`src/rtl/mem_pkg.sv`:
```
// Shared definitions for the line transfer unit.
//   MEM_TAG_LO   : low 12 bits of every tag sent toward the memory arbiter
//   TAG_READ_BIT : tag bit that marks a read (1) or a write (0)
//   LINE_BYTES   : cache line size in bytes (also sets the address alignment)
//   ltu_state_t  : controller state encoding, exposed on the debug port
package mem_pkg;

    localparam logic [11:0] MEM_TAG_LO   = 12'h100;
    localparam int          TAG_READ_BIT = 12;
    localparam int          LINE_BYTES   = 64;

    typedef enum logic [2:0] {
        IDLE    = 3'd0,
        RD_ADDR = 3'd1,
        RD_DATA = 3'd2,
        WR_ADDR = 3'd3,
        WR_DATA = 3'd4,
        WR_WAIT = 3'd5,
        DONE    = 3'd6
    } ltu_state_t;

endpackage

```
`src/rtl/line_beat_buffer.sv`:
```
// Beat storage for one cache line: BEATS registers of WIDTH bits.
//   clk, reset_n : clock, asynchronous active-low reset (clears every beat)
//   load_en      : replace the whole line with load_data (has priority)
//   load_data    : flat line, beat k = bits [WIDTH*k +: WIDTH]
//   wr_en        : write one beat at wr_idx with wr_data
//   line_flat    : registered flat view of the stored line
module line_beat_buffer #(
    parameter int WIDTH = 64,
    parameter int BEATS = 8,
    parameter int IDX_W = $clog2(BEATS)
) (
    input  logic                   clk,
    input  logic                   reset_n,
    input  logic                   load_en,
    input  logic [WIDTH*BEATS-1:0] load_data,
    input  logic                   wr_en,
    input  logic [IDX_W-1:0]       wr_idx,
    input  logic [WIDTH-1:0]       wr_data,
    output logic [WIDTH*BEATS-1:0] line_flat
);

    logic [WIDTH-1:0] beat_q [BEATS];
    logic [WIDTH-1:0] beat_d [BEATS];

    always_comb begin
        beat_d = beat_q;
        if (load_en) begin
            for (int k = 0; k < BEATS; k++) begin
                beat_d[k] = load_data[k*WIDTH +: WIDTH];
            end
        end else if (wr_en) begin
            beat_d[wr_idx] = wr_data;
        end
    end

    always_ff @(posedge clk or negedge reset_n) begin
        if (!reset_n) begin
            for (int k = 0; k < BEATS; k++) begin
                beat_q[k] <= '0;
            end
        end else begin
            beat_q <= beat_d;
        end
    end

    always_comb begin
        line_flat = '0;
        for (int k = 0; k < BEATS; k++) begin
            line_flat[k*WIDTH +: WIDTH] = beat_q[k];
        end
    end

endmodule

```
`src/rtl/line_transfer_unit.sv`:
```
// Moves one cache line between the cache and the memory arbiter.
// A fill sends the line address, then collects BEATS read beats; a writeback
// sends the address, then BEATS write beats, then waits for the commit ack.
//
// Ports
//   clk, reset_n   : clock, asynchronous active-low reset
//   cache_valid/cache_ready : request handshake (accept when both are 1)
//   cache_write    : 1 = writeback of cache_wdata, 0 = fill
//   cache_addr     : byte address; offset bits inside the line are dropped
//   cache_wdata    : writeback line, beat k = bits [64k+63:64k]
//   cache_done     : one-cycle completion pulse
//   cache_rdata    : filled line, held until the next accept
//   arb_reqcyc/arb_req/arb_reqtag/arb_reqack : request channel to the arbiter
//   arb_respcyc/arb_resp/arb_respack         : read-data channel
//   arb_writeack   : write burst committed
//   dbg_state      : current controller state
//
// Handshakes: a beat on arb_req transfers on every cycle with arb_reqcyc=1
// and arb_reqack=1. A read beat transfers on every cycle with arb_respcyc=1
// and arb_respack=1; arb_respack is a registered "ready" that is high for the
// whole RD_DATA state, so the ack coincides with the beat it acknowledges
// without any combinational path from arb_* inputs to arb_* outputs.
module line_transfer_unit
    import mem_pkg::*;
#(
    parameter int WIDTH = 64,
    parameter int BEATS = 8
) (
    input  logic                   clk,
    input  logic                   reset_n,
    input  logic                   cache_valid,
    output logic                   cache_ready,
    input  logic                   cache_write,
    input  logic [WIDTH-1:0]       cache_addr,
    input  logic [WIDTH*BEATS-1:0] cache_wdata,
    output logic                   cache_done,
    output logic [WIDTH*BEATS-1:0] cache_rdata,
    output logic                   arb_reqcyc,
    output logic [WIDTH-1:0]       arb_req,
    output logic [12:0]            arb_reqtag,
    input  logic                   arb_reqack,
    input  logic                   arb_respcyc,
    input  logic [WIDTH-1:0]       arb_resp,
    output logic                   arb_respack,
    input  logic                   arb_writeack,
    output ltu_state_t             dbg_state
);

    localparam int CNT_W = $clog2(BEATS);
    localparam logic [CNT_W-1:0] LAST_BEAT = CNT_W'(BEATS - 1);
    localparam logic [WIDTH-1:0] OFS_MASK  = WIDTH'(LINE_BYTES - 1);

    ltu_state_t             state_q, state_d;
    logic [CNT_W-1:0]       cnt_q, cnt_d;
    logic [WIDTH-1:0]       addr_q, addr_d;
    logic                   write_q, write_d;
    logic                   cache_ready_q, cache_ready_d;
    logic                   cache_done_q, cache_done_d;
    logic                   arb_reqcyc_q, arb_reqcyc_d;
    logic [WIDTH-1:0]       arb_req_q, arb_req_d;
    logic [12:0]            arb_reqtag_q, arb_reqtag_d;
    logic                   arb_respack_q, arb_respack_d;

    logic                   buf_load_en;
    logic [WIDTH*BEATS-1:0] buf_load_data;
    logic                   buf_wr_en;
    logic [WIDTH*BEATS-1:0] line_flat;

    // A fill loads an all-zero line so nothing from an earlier operation can
    // leak into the new result; a writeback loads the line to be sent.
    assign buf_load_data = cache_write ? cache_wdata : '0;

    line_beat_buffer #(
        .WIDTH (WIDTH),
        .BEATS (BEATS)
    ) u_buf (
        .clk       (clk),
        .reset_n   (reset_n),
        .load_en   (buf_load_en),
        .load_data (buf_load_data),
        .wr_en     (buf_wr_en),
        .wr_idx    (cnt_q),
        .wr_data   (arb_resp),
        .line_flat (line_flat)
    );

    // Next-state logic
    always_comb begin
        state_d     = state_q;
        cnt_d       = cnt_q;
        addr_d      = addr_q;
        write_d     = write_q;
        buf_load_en = 1'b0;
        buf_wr_en   = 1'b0;

        case (state_q)
            IDLE: begin
                if (cache_valid && cache_ready_q) begin
                    addr_d      = cache_addr & ~OFS_MASK;
                    write_d     = cache_write;
                    cnt_d       = '0;
                    buf_load_en = 1'b1;
                    state_d     = cache_write ? WR_ADDR : RD_ADDR;
                end
            end
            RD_ADDR: begin
                if (arb_reqack) state_d = RD_DATA;
            end
            RD_DATA: begin
                if (arb_respcyc) begin
                    buf_wr_en = 1'b1;
                    cnt_d     = cnt_q + 1'b1;
                    if (cnt_q == LAST_BEAT) state_d = DONE;
                end
            end
            WR_ADDR: begin
                if (arb_reqack) state_d = WR_DATA;
            end
            WR_DATA: begin
                if (arb_reqack) begin
                    cnt_d = cnt_q + 1'b1;
                    if (cnt_q == LAST_BEAT) state_d = WR_WAIT;
                end
            end
            WR_WAIT: begin
                if (arb_writeack) state_d = DONE;
            end
            DONE: begin
                state_d = IDLE;
            end
            default: begin
                state_d = IDLE;
            end
        endcase
    end

    // Output values for the next cycle, all derived from the next state so
    // every output leaves a flop.
    always_comb begin
        cache_ready_d = (state_d == IDLE);
        cache_done_d  = (state_d == DONE);
        arb_respack_d = (state_d == RD_DATA);
        arb_reqcyc_d  = (state_d == RD_ADDR) || (state_d == WR_ADDR) ||
                        (state_d == WR_DATA);
        arb_req_d     = '0;
        arb_reqtag_d  = '0;
        if ((state_d == RD_ADDR) || (state_d == WR_ADDR)) begin
            arb_req_d = addr_d;
        end else if (state_d == WR_DATA) begin
            arb_req_d = line_flat[int'(cnt_d)*WIDTH +: WIDTH];
        end
        if (arb_reqcyc_d) begin
            arb_reqtag_d[TAG_READ_BIT] = ~write_d;
            arb_reqtag_d[11:0]         = MEM_TAG_LO;
        end
    end

    always_ff @(posedge clk or negedge reset_n) begin
        if (!reset_n) begin
            state_q       <= IDLE;
            cnt_q         <= '0;
            addr_q        <= '0;
            write_q       <= 1'b0;
            cache_ready_q <= 1'b1;
            cache_done_q  <= 1'b0;
            arb_reqcyc_q  <= 1'b0;
            arb_req_q     <= '0;
            arb_reqtag_q  <= '0;
            arb_respack_q <= 1'b0;
        end else begin
            state_q       <= state_d;
            cnt_q         <= cnt_d;
            addr_q        <= addr_d;
            write_q       <= write_d;
            cache_ready_q <= cache_ready_d;
            cache_done_q  <= cache_done_d;
            arb_reqcyc_q  <= arb_reqcyc_d;
            arb_req_q     <= arb_req_d;
            arb_reqtag_q  <= arb_reqtag_d;
            arb_respack_q <= arb_respack_d;
        end
    end

    assign cache_ready = cache_ready_q;
    assign cache_done  = cache_done_q;
    assign cache_rdata = line_flat;
    assign arb_reqcyc  = arb_reqcyc_q;
    assign arb_req     = arb_req_q;
    assign arb_reqtag  = arb_reqtag_q;
    assign arb_respack = arb_respack_q;
    assign dbg_state   = state_q;

endmodule

```
`config.mk`:
```
export PLATFORM = sky130hd
export DESIGN_NAME = line_transfer_unit
export DESIGN_NICKNAME = d
export VERILOG_FILES = /design/src/rtl/mem_pkg.sv /design/src/rtl/line_beat_buffer.sv /design/src/rtl/line_transfer_unit.sv
export SDC_FILE = /design/constraint.sdc
export NUM_CORES = 1
export LEC_CHECK = 0
export CORE_AREA = 2 2 484 486
export DETAILED_ROUTE_END_ITERATION = 16
export DIE_AREA = 0 0 486 488
export GPL_TIMING_DRIVEN = 0
export PLACE_DENSITY_LB_ADDON = 0.3
export SETUP_SLACK_MARGIN = 0.5
export SLEW_MARGIN = 30
export SYNTH_ARGS = -nofsm -noshare
export SYNTH_HDL_FRONTEND = slang
export SYNTH_SLANG_ARGS = --single-unit
```
`constraint.sdc`:
```
create_clock -name clk -period 4.1 [get_ports clk]
set_clock_uncertainty 0.05 [all_clocks]
set_input_delay 1.025 -clock clk [delete_from_list [all_inputs] [get_ports clk]]
set_output_delay 1.025 -clock clk [all_outputs]
set_load 0.005 [all_outputs]
```
### Word-level counts from Yosys, hierarchy flattened

Index checks and enable logic that the tools add are counted.

* memories kept: 0
* output and inout bits: 596
* RAM bits: 0
* bits of input ports: 647
* latch bits: 0
* flip-flop bits (word level): 664
* ROM bits: 0

* mux-type cells: 31
* eq/ne operators: 11
* shifts and indexed selects: 1
* order comparisons: 2
* div/mod/pow operators: 0
* bitwise gates (word level): 2
* $add $sub $neg: 1
* reductions and logical operators: 7
* $mul: 0

Operators with widths (number)
* $mux 512: 3
* $bwmux 512: 1
* $shiftx 512x10->64: 1
* $mux 64: 5
* $demux 64 s3: 1
* $mux 3: 11
* $pmux 3 s6: 1
* $eq 3x3->1 const B: 5
* $mux 13: 1
* $eq 3x2->1 const B: 4
* $pmux 3 s3: 1
* $eq 3x1->1 const B: 2
* $logic_not 3->1: 2
* $mux 1: 6
* $ge 4x4->1 const B: 1
* $lt 4x1->1 const B: 1
* $not 3->4: 1
* $add 3x1->3 const B: 1
* $logic_and 1x1->1: 2
* $logic_or 1x1->1: 2
* $mux 2: 1
* $reduce_bool 2->1: 1
* $not 1->1: 1

### Depth between registers and ports, before layout

* depth after elaboration: 8
* depth in mapped cells: 11
* gate-level depth less buffers: 7

### Modules after synthesis

From an unflattened synthesis, not the netlist that was laid out.

* cells, all modules: 3897
* area, all modules: 37616.1 um^2

Modules (own cells, without submodules)
* line_beat_buffer: seq. area each 12812.3 um^2, instances 1, area an instance 24101.9 um^2, cells an instance 2290
* line_transfer_unit: seq. area each 3504.6 um^2, instances 1, area an instance 13514.2 um^2, cells an instance 1607

### Worst setup path before layout

OpenSTA, ideal clock, no wires.

* path kind: input-to-reg
* start point: input arb_respcyc
* end point: register arb_req_q[62], in the netlist arb_req[62]
* setup time: 93 ps
* slack: 1251 ps
* required time: 3957 ps
* arrival: 2706 ps
* cell stages on the path: 9
* path through: and4bb_1 o21a_1 or3_1 clkbuf_1 and2_1 buf_4 buf_6 a32o_1 o31ai_2

* longest elaborated chain between the ends: 5
* elaborated cells between the ends (all ways): 11
* classes of those cells: eq/ne (3); shift (1); mux (6); reduce/logical (1)

RTL lines
* start: declaration: line line_transfer_unit.sv:42 `input logic arb_respcyc,`
* $mux 3: line line_transfer_unit.sv:110 `if (arb_respcyc) begin`
* $pmux 3 s3 / $pmux 3 s6 (equally long branches): line line_transfer_unit.sv:96 `case (state_q)`
* $shiftx 512x10->64, or another cell as far along: line line_transfer_unit.sv:150 `arb_req_d = line_flat[int'(cnt_d)*WIDTH +: WIDTH];`
* $mux 64 / $logic_or 1x1->1 (equally long branches): line line_transfer_unit.sv:149, line_transfer_unit.sv:147
* $mux 64 *: line line_transfer_unit.sv:147 `if ((state_d == RD_ADDR) || (state_d == WR_ADDR)) begin`
* net arb_req_d[62]: line line_transfer_unit.sv:60 `logic [WIDTH-1:0] arb_req_q, arb_req_d;`
* end signal: assignment: line line_transfer_unit.sv:178 `arb_req_q <= arb_req_d;`
* end: declaration: line line_transfer_unit.sv:60

Mark *: on every way through the listed nets, which the timed path passes. The rest lies on a longest branch.
A chain may end at the register's enable or synchronous reset.

### Worst setup path in the final report

* start point: input arb_respcyc
* end point: register arb_req_q[30], in the netlist arb_req[30]

The elaborated chain is that of the path after synthesis.

==> insert_results.sql <==
INSERT INTO impl_metrics (metric_group, metric, value, unit) VALUES
('outcome', 'status', 'completed', ''),
('timing', 'whs', '0.141', 'ns'),
('power', 'power.switching_fraction', '48.5', '%'),
('synth', 'synth-simple-area-share', '11.1', '%'),
('setup_path', 'worst-r2r-cell-count', '10', ''),
('power', 'p_comb_share', '56.4', '%'),
('worst_hold_path', 'min_path_type', 'input pin to async pin', ''),
('setup_path', 'crit-reg2reg-launch', 'dbg_state[0]', ''),
('die', 'die_area', '0.237', 'mm2'),
('grt', 'pin_count_of_the_biggest_net_entering_global_routing', '113', ''),
('setup_path', 'r2r_end', 'arb_req[17]', ''),
('power', 'clock_power_share', '17.2', '%'),
('grt', 'grt_pass1_vias', '36940', ''),
('clock_tree', 'clk-insertion-delay-late', '0.74', 'ns'),
('final_layout', 'commonest_non_fill_non_tap_cell_in_the_layout', 'sky130_fd_sc_hd__clkdlybuf4s50_1', ''),
('clock_tree', 'max-clock-path-buffers', '3', ''),
('timing', 'maxSlewHeadroom', '28.6', '%'),
('synth', 'muxShareOfSynthArea', '2.32', '%'),
('synth', 'yosys_register_bits', '652', ''),
('synth', 'syn_inst', '3609', ''),
('synth', 'synth-async-reset-ratio', '100', '%'),
('route', 'ant_nets', '0', ''),
('route', 'detailedRoute.firstIterationViolations', '3141', ''),
('synth', 'synth.yosys.seq_area_share', '51.0', '%'),
('clock_tree', 'root_buffer', 'sky130_fd_sc_hd__clkbuf_16', ''),
('setup_path', 'worst-path-max-fanout', '10', ''),
('die', 'fp.dieW', '486', 'um'),
('setup_path', 'endpoint_kind', 'flop', ''),
('synth', 'post_synth.cell_area_avg', '8.87', 'um2'),
('die', 'core_area', '0.232', 'mm2'),
('synth', 'yosysWarnings', '0', ''),
('final_layout', 'most_frequent_cells_in_the_layout', 'sky130_fd_sc_hd__clkdlybuf4s50_1, sky130_fd_sc_hd__a21oi_1, sky130_fd_sc_hd__dfrtp_1', ''),
('synth', 'synth_top_family_by_area', 'compound AO/OA/AOI/OAI gates', ''),
('placement', 'buffer_ports.inserted', '1224', ''),
('synth', 'synthDominantCellAreaShare', '50.9', '%'),
('setup_path', 'worst-setup-path-type', 'input pin to flop', ''),
('timing', 'max_slew.worst_pin.slew', '1.07', 'ns'),
('die', 'die_y', '488', 'um'),
('route', 'drtPass1Iterations', '6', ''),
('clock_tree', 'ctsHoldBuffers', '0', ''),
('die', 'rows', '177', ''),
('clock_tree', 'cts_buffers', '89', ''),
('timing', 'setup_viol', '0', ''),
('timing', 'setup_repair_after_global_routing_missed_its_margin', 'yes', ''),
('setup_path', 'crit_top_cell', 'sky130_fd_sc_hd__buf_2', ''),
('setup_path', 'worst_path_dominant_cell_family', 'compound AO/OA/AOI/OAI gates', ''),
('synth', 'synth_edf_count', '0', ''),
('setup_path', 'worstSetupStartpointType', 'input pin', ''),
('setup_path', 'slowest_stage', 'sky130_fd_sc_hd__o211ai_1', ''),
('power', 'p_leak', '21.1', 'nW'),
('setup_path', 'critPathBufInv', '4', ''),
('setup_path', 'critical-path-max-stage-delay', '0.52', 'ns'),
('clock_tree', 'htreeDepth', '3', ''),
('final_layout', 'num-fill-cells', '25520', ''),
('placement', 'gp_congestion', '0.905', ''),
('grt', 'grt_first_pass_wirelength', '371000', 'um'),
('die', 'initial_utilization', '13.8', '%'),
('timing', 'final_hold_viol_count', '0', ''),
('grt', 'initial_antenna_violation_count', '116', ''),
('clock_tree', 'cts.sinks', '652', ''),
('route', 'remaining_drc_errors', '0', ''),
('power', 'power.ir.vdd_worst', '0.396', 'mV'),
('timing', 'period_share', '91.4', '%'),
('run', 'max_cap_violations', '0', ''),
('power', 'post-layout-total-power', '47.8', 'mW'),
('synth', 'dominantRegCellSynth', 'sky130_fd_sc_hd__dfrtp_1', ''),
('final_layout', 'layout.nets', '5613', ''),
('synth', 'synth_adder_area_share', '0.0781', '%'),
('grt', 'globalRoute.totalOverflow', '0', ''),
('power', 'cellInternalPower', '24.6', 'mW'),
('power', 'cellPowerDensity', '913', 'mW/mm2');
## worst reg2reg max path: cells and delay by family, from the launching register on
family | cells | cell delay, ns
compound gates | 5 | 1.08
flops | 1 | 0.43
buf+inv | 4 | 1.55
simple gates | 1 | 0.20
## kinds of logic after synthesis
family	after synthesis
compound gates	1481
fa+ha+maj	2
buf+inv	526
flops	652
mux	74
other cells	1
simple gates	873
## stage by stage
stage               setup TNS (ns)  setup slack [ns]  utilization [%]  std cells
floorplan                        0              1.25                -       3619
detailed placement         -629.84             -1.63             21.1       7910
global placement                 -            -31.42             20.8       7886
CTS                              0             0.415             22.5       8071
finish                           0             0.353             22.6       8120
global route                     0             0.425             22.6       8096
## Yosys cell counts, types with 39 or more instances
library cell	count
sky130_fd_sc_hd__a21oi_1	824
sky130_fd_sc_hd__dfrtp_1	651
sky130_fd_sc_hd__nand2_1	505
sky130_fd_sc_hd__clkbuf_1	265
sky130_fd_sc_hd__nor2_1	259
sky130_fd_sc_hd__inv_1	134
sky130_fd_sc_hd__o31ai_1	132
sky130_fd_sc_hd__o211ai_1	128
sky130_fd_sc_hd__a211oi_1	127
sky130_fd_sc_hd__o21ai_1	126
sky130_fd_sc_hd__buf_2	92
sky130_fd_sc_hd__mux2i_1	73
sky130_fd_sc_hd__a32o_1	64
sky130_fd_sc_hd__o31ai_2	60
sky130_fd_sc_hd__and2_0	39
## final cells by class
| cell class | count | area [um2] | share of cell area [%] |
|---|---|---|---|
| Antenna cell | 47 | 118 | 0.225 |
| Buffer | 391 | 2000 | 3.82 |
| Clock buffer | 127 | 2540 | 4.85 |
| Clock inverter | 30 | 418 | 0.798 |
| Inverter | 135 | 507 | 0.968 |
| Multi-Input combinational cell | 2441 | 13700 | 26.2 |
| Sequential cell | 652 | 16300 | 31.2 |
| Tap cell | 3043 | 3810 | 7.27 |
| Timing Repair Buffer | 1254 | 12900 | 24.7 |
## repair_timing
action                                  4_1_cts  5_1_grt
pin swaps                                     5        6
endpoints found under the setup margin      590      312
setup buffers                                 4        2
gates resized for setup                     109       62
## power groups by stage
stage	Combinational [mW]	Clock, mW	Sequential, mW
floorplan	10.0	0	11.6
global placement	26.2	0	12.6
detailed placement	26.7	0	12.6
CTS	27.1	8.35	12.5
global route	28.4	8.57	12.9
finish	27.0	8.21	12.6
## registers in the layout (all words and copies together), names as in the netlist
register and flops:
dbg_state 3, cnt_q 3, arb_respack 1, arb_req 64, u_buf.line_flat 512, addr_q 64, cache_ready 1, write_q 1
cache_done 1, arb_reqtag 2
## layer usage
layer | part of all wire, % | global-route usage (%)
met5 | 0.085 | 0
met4 | 4.5 | 10.0
met3 | 8.8 | 6.85
met2 | 49 | 40.9
met1 | 38 | 26.9
## how the worst max path moves through the flow
stage                start                   end  slack [ns]  depth (start not counted)
3_5_place_dp   cache_valid  u_buf.line_flat[422]       -1.63                         11
5_1_grt        arb_respcyc           arb_req[30]        0.42                         10
3_3_place_gp       reset_n            addr_q[59]      -31.42                          1
4_1_cts        arb_respcyc           arb_req[49]        0.41                          9
2_1_floorplan  arb_respcyc           arb_req[62]        1.25                          9
6_report       arb_respcyc           arb_req[30]        0.35                         10
No activity file was read; power rests on OpenSTA's default activity.
